**src/rtl/fibonacci_gen.sv**
```systemverilog
// fibonacci_gen: registered Fibonacci lookup, fib = F(n) mod 2^WIDTH, one-cycle latency.
// The lookup table is a combinational chain of WIDTH-bit adders; only fib is stored.
// Optional build macro FIB_START_GATE_EN: when defined, fib updates only on edges
// with start=1 (reset still clears regardless). When undefined, start is ignored.
module fibonacci_gen #(
    parameter int WIDTH = 8
) (
    input  logic             clk,
    input  logic             rst,
    input  logic             start,
    input  logic [WIDTH-1:0] n,
    output logic [WIDTH-1:0] fib
);

    localparam int DEPTH = 1 << WIDTH;

    logic [WIDTH-1:0] tbl [DEPTH];
    logic [WIDTH-1:0] fib_next;

`ifndef FIB_START_GATE_EN
    // start has no function in the ungated build
    logic unused_start;
    assign unused_start = start;
`endif

    // Unrolled modular recurrence; each entry is its own net so the chain is acyclic.
    genvar k;
    generate
        for (k = 0; k < DEPTH; k++) begin : g_fib
            logic [WIDTH-1:0] v;
            if (k == 0) begin : g_base0
                assign v = '0;
            end else if (k == 1) begin : g_base1
                assign v = {{(WIDTH-1){1'b0}}, 1'b1};
            end else begin : g_sum
                assign v = g_fib[k-1].v + g_fib[k-2].v;
            end
            assign tbl[k] = v;
        end
    endgenerate

    // Select the table entry for the current index.
    always_comb begin
        fib_next = tbl[n];
    end

    // Register the selected entry; synchronous active-low reset has priority.
    always_ff @(posedge clk) begin
        if (!rst) begin
            fib <= '0;
        end else begin
`ifdef FIB_START_GATE_EN
            if (start) begin
                fib <= fib_next;
            end
`else
            fib <= fib_next;
`endif
        end
    end

endmodule

```
**config.mk**
```make
export PLATFORM = sky130hd
export DESIGN_NAME = fibonacci_gen
export DESIGN_NICKNAME = d
export VERILOG_FILES = /design/src/rtl/fibonacci_gen.sv
export SDC_FILE = /design/constraint.sdc
export NUM_CORES = 1
export LEC_CHECK = 0
export ABC_AREA = 0
export BUFFER_PORTS_ARGS = -buffer_cell sky130_fd_sc_hd__clkbuf_2
export CORE_ASPECT_RATIO = 1.5
export CORE_MARGIN = 5
export CORE_UTILIZATION = 55
export CTS_CLUSTER_DIAMETER = 60
export CTS_CLUSTER_SIZE = 16
export DETAILED_ROUTE_END_ITERATION = 7
export PLACE_DENSITY = 0.8
export SYNTH_ARGS = -nofsm -noshare
export SYNTH_HDL_FRONTEND = slang
export SYNTH_SLANG_ARGS = --single-unit
```
**constraint.sdc**
```tcl
create_clock -name clk -period 7.12 [get_ports clk]
set_input_delay 1.068 -clock clk [delete_from_list [all_inputs] [get_ports clk]]
set_output_delay 1.068 -clock clk [all_outputs]
set_load 0.01 [all_outputs]
```
Word-level counts from Yosys, hierarchy flattened
Memory sizes are Yosys's and may differ from the RTL's. A register that Yosys moved wholly into a read port is not among the register bits.
Index checks and enable logic that the tools add are counted.
{"block": "totals", "regBits": 0, "mem_bits_ro": 2048, "input_bits": 11, "elab_cells": 3, "n_memories": 1}
{"block": "classes", "bitwise_logic": 1, "reduce_logical": 1}
{"name": "(name not given)", "words": 256, "word_bits": 8, "rd": 1, "rd_clocked_by_memory_dff": 1, "write_ports": 0, "line_no": "44", "source": "fib_next = tbl[n];"}
{"op": "$not 8->9", "count": 1}
{"op": "$logic_not 1->1", "count": 1}

Longest topological paths before layout
Gate-level depths: netlist (run 1).
{"block": "logic_depth", "depth_word": 1, "mapped_depth": 11}

Least setup slack after synthesis (run 1)
OpenSTA, ideal clock, no wires.
{"block": "synth_timing", "path_kind": "in2reg", "from": "input n[1]", "to": "register fib[7]", "arrival_time_ns": 2.972, "path_slack_ns": 4.066, "stages": 9, "path_buffers": 2, "cell_sequence": "clkbuf_2 -> inv_1 -> ha_1 -> buf_2 -> mux4_1 -> nand2_1 -> a311oi_1 -> or4_1 -> o221ai_1"}
{"block": "synth_via", "elab_chain_cells": 1}
{"item": "start, declared", "line_no": "11", "source": "input logic [WIDTH-1:0] n,"}
{"item": "$not 8->9 (not written as such)", "line_no": "44"}
{"item": "end, declared", "line_no": "12", "source": "output logic [WIDTH-1:0] fib"}
Every way passes these cells.

Worst setup path after layout (run 1)
{"block": "layout_timing", "from": "input n[1]", "to": "register fib[6]"}
Same word-level chain as after synthesis.

==> results.sh, run 1 <==
export IMPL_async_flop_share_pct=0
export IMPL_setup_viol=0
export IMPL_synth_area_mux_share_pct=12.8
export IMPL_slew_violations=0
export IMPL_fin_area_mm2=0.00236
export IMPL_dr_pass1_iters=7
export IMPL_coreArea_mm2=0.00425
export IMPL_syn_inst=336
export IMPL_worstPathArrival_ns=3.71
export IMPL_worst_hold_path_endpoint="fib[6]"
export IMPL_die_y_um=90.8
export IMPL_yosys_area_top_type="ha_1"
export IMPL_syn_avg_cell_area_um2=7.13
export IMPL_clockRootBuffer="clkbuf_8"
export IMPL_grt_pass1_vias=2283
export IMPL_worstHoldStart="rst"
export IMPL_synth_xor_area_share_pct=2.14
export IMPL_grt_max_degree=70
export IMPL_port_buffers=17
export IMPL_synth_edff_count=0
export IMPL_drive_gt1_share_pct=11.9
export IMPL_antenna_found_initial=0
export IMPL_syn_nets=361
export IMPL_die_area_mm2=0.00580
export IMPL_ys_seq_area_share_pct=6.68
export IMPL_nFillCells=435
export IMPL_crit_type="in2reg"
export IMPL_fin_tns_setup_ns=0
export IMPL_p_leak_nw=0.939
export IMPL_vias_per_cell=7.03
export IMPL_dpl_cell_area_mm2=0.00232
export IMPL_clk_path_buf_depth=2
export IMPL_numCtsBuffers=3
export IMPL_drtIter0Drc=316
export IMPL_nets=347
export IMPL_synth_cell_type_count=71
export IMPL_grt_use_total_pct=23.2
export IMPL_rsz0062_at_grt="false"
export IMPL_max_cap_violations=0
export IMPL_drc_errors=0
export IMPL_ys_flop_type="dfxtp_1"
export IMPL_cts_sinks=8
export IMPL_finalCriticalPeriod_ns=3.60
export IMPL_synth_area_top_cells="ha_1, dfxtp_1, nand2_1"
export IMPL_rows=29
export IMPL_die_width_um=63.9
export IMPL_path_clk_slew_ns=0.04
export IMPL_overflow=0
export IMPL_synth_cell_area_mm2=0.00240
export IMPL_tritoncts="built"
export IMPL_ys_ff_latch=8
export IMPL_largest_reg_flops=8
export IMPL_areaGrowthSynthToFinish_pct=-1.31
export IMPL_num_antenna_cells=0
export IMPL_clock_fmax_mhz=278
export IMPL_synth_warnings=0
export IMPL_required_ns=7.23
export IMPL_routed_wl_um=6700
export IMPL_hold_path_depth=3
export IMPL_cts_resized=0
export IMPL_synthAdderAreaFrac_pct=7.31
export IMPL_initial_core_util_pct=56.4
export IMPL_vias=2574
export IMPL_hold_viol=0
export IMPL_multiInputGateArea_mm2=0.00197
export IMPL_dpl_hpwl_um=4620
export IMPL_status="completed"
export IMPL_cts_setup_buffers=0
export IMPL_ff_latch_area_um2=160
export IMPL_top_regs="fib x8"
export IMPL_postCtsHoldBufs=0
export IMPL_period_share_pct=50.5
export IMPL_critPathLaunchType="primary input"
export IMPL_yosys_area_top_type_share_pct=7.31
export IMPL_worst_slew_pin_slew_ns=1.01
export IMPL_drt_wirelength_per_cell_um=18.3
export IMPL_hold_class="in2reg"
export IMPL_io_pins=19
export IMPL_synth_compound_area_share_pct=34.4
export IMPL_top_register="fib"
export IMPL_ctsHtreeMaxLevel=1
export IMPL_worstPathMaxFanout=21
export IMPL_place_congestion=0.936
export IMPL_synth_simple_area_share_pct=25.6
export IMPL_power_density_mw_per_mm2=110
export IMPL_ant_nets=0
export IMPL_grt_first_pass_wirelength_um=11300
export IMPL_slew_limit_headroom_pct=33.0
export IMPL_synth_top_family_by_area="compound AO/OA/AOI/OAI gates"
export IMPL_ir_drop_mv=0.126
export IMPL_crit_path_end_kind="flip-flop"
critical path, cell delays in order:
cell	delay, ns
clkbuf_2	0.28
inv_1	0.23
ha_1	0.60
nor2_1	0.25
a21oi_1	0.06
a2111oi_0	0.79
o41ai_1	0.17
a21oi_1	0.20
nor3_2	0.06
final cells by class:
| type | count | area share, % |
|---|---|---|
| clock buffers | 3 | 1.75 |
| well taps | 46 | 2.43 |
| inverters | 11 | 1.75 |
| multi-input cells | 280 | 83.4 |
| repair buffers | 18 | 3.92 |
| flip-flops and latches | 8 | 6.77 |
kinds of logic (layout without fill, tap and decap cells):
| logic type | after synthesis | count (layout) |
|---|---|---|
| flip-flops | 8 | 8 |
| AND/OR/NAND/NOR | 120 | 120 |
| buffers and inverters | 48 | 32 |
| adder cells (fa/ha/maj) | 14 | 14 |
| multiplexers | 22 | 22 |
| AO/OA/AOI/OAI | 119 | 119 |
| XOR/XNOR | 5 | 5 |
stage by stage:
stage                     hold slack [ns]  total power, mW  instances  setup WS, ns  util [%]
final                                1.21            0.260        366          3.52      55.7
after global routing                 1.20            0.278        366          3.30      55.7
after CTS                            1.19            0.257        366          3.57      55.7
after detailed placement             1.43            0.203        363          3.34      54.7
after global placement               1.41            0.200        363          3.33      54.7
after floorplan                      1.20            0.174        336          4.07         -
metal layers:
metal	GRT usage, %	share of wire (%)
met4	13.7	4.1
met5	0	0
met1	30.6	42
met2	36.3	48
met3	1.25	6.3
how the worst max path moves through the flow:
stage	from	end	slack [ns]	depth (start not counted)
6_report	n[1]	fib[6]	3.52	9
5_1_grt	n[1]	fib[6]	3.30	9
4_1_cts	n[1]	fib[6]	3.57	9
3_5_place_dp	n[1]	fib[6]	3.34	9
3_3_place_gp	n[0]	fib[6]	3.33	9
2_1_floorplan	n[1]	fib[7]	4.07	9
cell usage after synthesis (all sizes together) (2+ instances only):
cell type and instances:
nor2b 9, nor2 18, mux4 6, nor4bb 2, or4 2, a21oi 28
inv 10, and2b 2, buf 25, mux2i 12, ha 14, o22ai 3
and3b 2, xor2 4, a31oi 7, nand2b 13, a221o 3, nand2 40
dfxtp 8, mux2 4, o21ai 22, a22oi 2, a311oi 4, and3 2
a21boi 4, nor4 2, or3 4, nand3 9, or2b 2, a211o 3
a221oi 2, o221ai 4, nor3b 2, clkbuf 12, o311ai 3, nor3 9
a2111oi 3, a211oi 6, o211ai 14
power by group:
part,switching [mW],internal [mW],total [mW]
registers,0.00109,0.0504,0.0515
logic,0.0946,0.0592,0.154
clock network,0.0178,0.0366,0.0544
cells in the final DEF, fill, tap and decap left out, types with 2 or more instances in the layout:
cell	count
nand2_1	40
a21oi_1	28
o21ai_0	21
nor2_1	18
clkbuf_2	17
o211ai_1	14
ha_1	14
nand2b_1	13
mux2i_1	12
nand3_1	9
nor2b_1	9
inv_1	8
nor3_1	8
dfxtp_1	8
a31oi_1	7
a211oi_1	6
mux4_2	5
or3_1	4
a311oi_1	4
o221ai_1	4
a2111oi_0	3
a21boi_0	3
o22ai_1	3
a221o_1	3
xor2_1	3
a211o_1	3
clkbuf_8	3
inv_2	2
or2b_1	2
nor4_1	2
and3_1	2
nor3b_1	2
and3b_1	2
or4_1	2
a22oi_1	2
nor4bb_1	2
mux2_2	2
Power figures use the tool's default switching activity.
==> run 2: changes to the inputs <==
Settings changed: ABC_AREA 0 to 1, PLACE_DENSITY 0.8 to 0.81.
Clock period 7.12 ns to 3.65 ns, I/O delays scaled along.
==> run 2 against run 1 <==
Critical path depth is 1 higher. Via count is 3.5% higher. Total power is 86% higher. Core utilization is 1.6 points higher. Synthesized cell count is 18% higher. Wire length is 5.4% lower. Final cell count is 19% higher. Global-route usage is 3.8 points higher.
==> results.sh, run 2 <==
export IMPL_clockRootBuffer="clkbuf_8"
export IMPL_nets=418
export IMPL_required_ns=3.76
export IMPL_antenna_found_initial=0
export IMPL_coreArea_mm2=0.00361
export IMPL_critPathBufInv=3
export IMPL_synthMostInstantiatedCell="nand2_1"
export IMPL_tritoncts="built"
export IMPL_ctsHtreeMaxLevel=1
export IMPL_postLayoutCoreUtil_pct=57.3
export IMPL_die_y_um=84.3
export IMPL_path_clk_slew_ns=0.04
export IMPL_crit_type="in2reg"
export IMPL_initial_core_util_pct=56.0
export IMPL_grt_first_pass_wirelength_um=10900
export IMPL_grt_max_degree=39
export IMPL_mostFrequentLayoutCell="nand2_1"
export IMPL_rsz0062_at_grt="false"
export IMPL_status="completed"
export IMPL_routed_wl_um=6340
export IMPL_ys_flop_type="dfxtp_1"
export IMPL_yosys_area_top_type_share_pct=26.7
export IMPL_dpl_hpwl_um=4600
export IMPL_synth_warnings=0
export IMPL_drt_wirelength_per_cell_um=14.6
export IMPL_dr_pass1_iters=5
export IMPL_async_flop_share_pct=0
export IMPL_die_area_mm2=0.00502
export IMPL_final_cell_mix="nand2_1, nand3_1, nor2_1"
export IMPL_max_cap_violations=0
export IMPL_num_antenna_cells=0
export IMPL_critPathLaunchType="primary input"
export IMPL_drc_errors=0
export IMPL_cts_resized=0
export IMPL_crit_top_cell="nand2_1"
export IMPL_hold_class="in2reg"
export IMPL_place_congestion=1.05
export IMPL_slew_limit_headroom_pct=52.0
export IMPL_ir_drop_mv=0.214
export IMPL_overflow=0
export IMPL_clk_path_buf_depth=2
export IMPL_clock_fmax_mhz=415
export IMPL_place_ws_ns=1.07
export IMPL_slew_violations=0
export IMPL_crit_path_end_kind="flip-flop"
export IMPL_synth_cell_type_count=25
export IMPL_crit_chain="clkbuf_2 -> inv_2 -> nand2_1 -> inv_2 -> nand2_1 -> nand4_1 -> nand3_1 -> nand2_1 -> nor2_1 -> nor2_1"
export IMPL_cts_setup_buffers=0
export IMPL_crit_slowest_cell="clkbuf_2"
export IMPL_finalCriticalPeriod_ns=2.41
export IMPL_drtIter0Drc=230
export IMPL_grt_use_total_pct=27.0
export IMPL_worstPathArrival_ns=2.52
export IMPL_ys_ff_latch=8
export IMPL_crit_path_max_incr_delay_ns=0.55
export IMPL_period_share_pct=66.0
export IMPL_yosys_area_top_type="nand3_1"
export IMPL_grt_pass1_vias=2396
export IMPL_vias_per_cell=6.14
export IMPL_areaGrowthSynthToFinish_pct=2.29
export IMPL_die_width_um=59.5
export IMPL_rows=27
export IMPL_worst_slack_ns=1.24
export IMPL_drive_gt1_share_pct=8.70
export IMPL_p_leak_nw=1.11
export IMPL_port_buffers=17
export IMPL_postCtsHoldBufs=0
export IMPL_ys_seq_area_share_pct=7.91
export IMPL_vias=2664
export IMPL_nFillCells=390
export IMPL_path_delay_family="buffers and inverters"
export IMPL_ys_top_cells_by_count="nand2_1, nand3_1, nor2_1"
export IMPL_setup_viol=0
export IMPL_top_regs="fib x8"
export IMPL_numCtsBuffers=3
export IMPL_synth_edff_count=0
export IMPL_synth_area_top_cells="nand3_1, nand2_1, ha_1"
export IMPL_syn_avg_cell_area_um2=5.13
export IMPL_hold_viol=0
export IMPL_worst_slew_pin_slew_ns=0.720
export IMPL_io_pins=19
export IMPL_ant_nets=0
export IMPL_syn_nets=420
export IMPL_largest_reg_flops=8
export IMPL_top_register="fib"
export IMPL_syn_inst=395
export IMPL_worstPathMaxFanout=33
export IMPL_power_density_mw_per_mm2=234
export IMPL_cts_sinks=8
export IMPL_synth_cell_area_mm2=0.00202
export IMPL_fin_tns_setup_ns=0
==> run 2: cell types whose count changed after synthesis, moves of 12 or more <==
cell | previous run | this run
nand2b_1 | 13 | 0
mux2i_1 | 12 | 0
nor2_1 | 18 | 33
a21oi_1 | 28 | 14
nand3_1 | 9 | 108
nand2_1 | 40 | 135
==> run 2: final cells by class <==
class / count / area (um^2) / area share [%]
Multi-Input combinational cell: 342 / 1650 / 79.6
Timing Repair Buffer: 18 / 92.6 / 4.47
Clock buffer: 3 / 41.3 / 1.99
Tap cell: 43 / 53.8 / 2.60
Sequential cell: 8 / 160 / 7.73
Inverter: 20 / 75.1 / 3.63
==> run 2: final timing paths <==
kind              start  endpoint  slack, ns  cells after the start
setup / recovery   n[4]    fib[7]       1.24                     10
hold / removal     n[7]    fib[4]       0.64                      3
==> run 2: logic make-up after synthesis <==
kind of cell    count (synthesis)  share of synthesized area [%]
simple gates                  288                           61.8
buf+inv                        45                           10.7
compound gates                 40                           10.9
fa+ha+maj                      14                           8.65
flops                           8                           7.91
==> run 2: through the flow <==
step	hold slack (ns)	total power, mW	std cells	instance area [um^2]
2_1_floorplan	0.682	0.313	395	2020
3_3_place_gp	0.876	0.365	431	2030
3_5_place_dp	0.882	0.368	431	2030
4_1_cts	0.644	0.479	434	2070
5_1_grt	0.683	0.526	434	2070
6_report	0.641	0.484	434	2070
==> run 2: layer usage <==
metal  share of wire (%)  vias to the layer above  track usage (%)
li1                    -                     1307                -
met1                  38                     1163             34.7
met2                  47                      162             41.7
met3                 9.1                       32             2.46
met4                 6.2                        0             17.1
met5                   0                        -                0
==> run 2: power breakdown <==
group | total, mW | switching (mW) | internal [mW] | leakage [nW]
clock network | 0.111 | 0.0392 | 0.0718 | 0.0216
registers | 0.0981 | 0.00182 | 0.0962 | 0.0667
logic | 0.275 | 0.188 | 0.0875 | 1.03
total | 0.484 | 0.229 | 0.256 | 1.11
==> run 3: changes to the inputs <==
Settings changed: PLACE_DENSITY 0.81 to 0.84.
Clock period 3.65 ns to 2.1 ns, I/O delays scaled along.
==> run 3 against run 2 <==
Hold slack worse by 0.23 ns. Clock-buffer cell count unchanged. Flip-flop and latch count unchanged. Wire length up 9.3%. Core utilization up 2.9 points. Non-clock buffer count is 14 higher. Design area rose by 5.1%. Final cell count grew 3.2%. Critical path depth rose by 3. Die area unchanged. Via count up 1.7%. Setup slack got worse by 0.97 ns. Critical path type unchanged. Critical endpoint is now fib[1]. Largest cell class unchanged. Largest power group unchanged. Highest routed layer unchanged.
==> results.sh, run 3 (synthesis results as in run 2) <==
export IMPL_status="completed"
export IMPL_die_area_mm2=0.00502
export IMPL_power_density_mw_per_mm2=401
export IMPL_grt_pass1_vias=2473
export IMPL_antenna_found_initial=0
export IMPL_worstPathMaxFanout=6
export IMPL_critPathLaunchType="primary input"
export IMPL_postCtsHoldBufs=0
export IMPL_place_congestion=1.01
export IMPL_top_register="fib"
export IMPL_vias_per_cell=6.05
export IMPL_io_pins=19
export IMPL_num_antenna_cells=0
export IMPL_worst_slack_ns=0.267
export IMPL_period_share_pct=87.3
export IMPL_crit_type="in2reg"
export IMPL_fin_tns_setup_ns=0
export IMPL_routed_wl_um=6930
export IMPL_crit_chain="clkbuf_2 -> inv_1 -> ha_1 -> inv_2 -> nand2_2 -> nand2_1 -> o21ai_1 -> nand2_1 -> nand3_1 -> nand3_1 -> nand3_1 -> nand2_1 -> nor2_1"
export IMPL_die_y_um=84.3
export IMPL_grt_max_degree=24
export IMPL_path_clk_slew_ns=0.05
export IMPL_crit_path_max_incr_delay_ns=0.43
export IMPL_port_buffers=17
export IMPL_slew_limit_headroom_pct=64.6
export IMPL_drtIter0Drc=208
export IMPL_areaGrowthSynthToFinish_pct=7.48
export IMPL_ir_drop_mv=0.315
export IMPL_crit_slowest_cell="ha_1"
export IMPL_p_leak_nw=1.18
export IMPL_dpl_hpwl_um=5350
export IMPL_cts_sinks=8
export IMPL_hold_viol=0
export IMPL_max_cap_violations=0
export IMPL_mostFrequentLayoutCell="nand2_1"
export IMPL_initial_core_util_pct=56.0
export IMPL_top_regs="fib x8"
export IMPL_die_width_um=59.5
export IMPL_clk_path_buf_depth=2
export IMPL_rows=27
export IMPL_cts_setup_buffers=0
export IMPL_slew_violations=0
export IMPL_drt_wirelength_per_cell_um=15.5
export IMPL_finalCriticalPeriod_ns=1.83
export IMPL_rsz0062_at_grt="false"
export IMPL_largest_reg_flops=8
export IMPL_worst_slew_pin_slew_ns=0.530
export IMPL_required_ns=2.27
export IMPL_setup_viol=0
export IMPL_worstPathArrival_ns=2.00
export IMPL_coreArea_mm2=0.00361
export IMPL_ant_nets=0
export IMPL_ctsHtreeMaxLevel=1
export IMPL_grt_use_total_pct=29.3
export IMPL_drive_gt1_share_pct=11.9
export IMPL_critPathBufInv=3
export IMPL_grt_first_pass_wirelength_um=11700
export IMPL_clockRootBuffer="clkbuf_8"
export IMPL_tritoncts="built"
export IMPL_path_delay_family="simple AND/OR/NAND/NOR gates"
export IMPL_clock_fmax_mhz=545
export IMPL_nets=432
export IMPL_drc_errors=0
export IMPL_overflow=0
export IMPL_cts_resized=0
export IMPL_final_cell_mix="nand2_1, nand3_1, nor2_1"
export IMPL_dr_pass1_iters=5
export IMPL_vias=2709
export IMPL_numCtsBuffers=3
export IMPL_place_ws_ns=0.0887
export IMPL_crit_path_end_kind="flip-flop"
export IMPL_hold_class="in2reg"
## run 3: cell count changes in the layout (fill, tap and decap cells not counted)
cell / previous run / this run
buf_4: 1 / 15
## run 3: area by class of cell
| class | count | area [um^2] |
|---|---|---|
| Inverter | 20 | 75.1 |
| Timing Repair Buffer | 32 | 198 |
| Multi-Input combinational cell | 342 | 1650 |
| Sequential cell | 8 | 160 |
| Fill cell | 376 | 1440 |
| Clock buffer | 3 | 41.3 |
| Tap cell | 43 | 53.8 |
## run 3: routing by layer
metal / vias to the layer above / global-route usage [%] / wire [um] / share of wire (%)
met5: - / 0 / 0 / 0
met4: 0 / 17.5 / 452 / 6.5
met3: 38 / 2.62 / 471 / 6.8
met2: 143 / 48.8 / 3280 / 47
met1: 1186 / 35.1 / 2730 / 39
li1: 1342 / - / - / -
## run 3: final timing paths
check,from,endpoint,cells past startpoint,slack [ns]
setup / recovery,n[1],fib[1],13,0.27
hold / removal,n[7],fib[4],3,0.42
## run 3: power by group
group          switching, mW  internal [mW]  total, mW
registers            0.00383          0.167      0.171
logic                  0.338          0.170      0.509
clock network         0.0686          0.125      0.194
total                  0.411          0.463      0.873
## run 3: stage by stage
| stage | instances | hold slack, ns | util, % | total power, mW | cell area [um^2] |
|---|---|---|---|---|---|
| after floorplan | 395 | 0.449 | - | 0.544 | 2020 |
| after global placement | 445 | 0.645 | 59.1 | 0.662 | 2130 |
| after detailed placement | 445 | 0.651 | 59.1 | 0.669 | 2130 |
| after CTS | 448 | 0.420 | 60.2 | 0.858 | 2180 |
| after global routing | 448 | 0.447 | 60.2 | 0.940 | 2180 |
| final | 448 | 0.415 | 60.2 | 0.873 | 2180 |
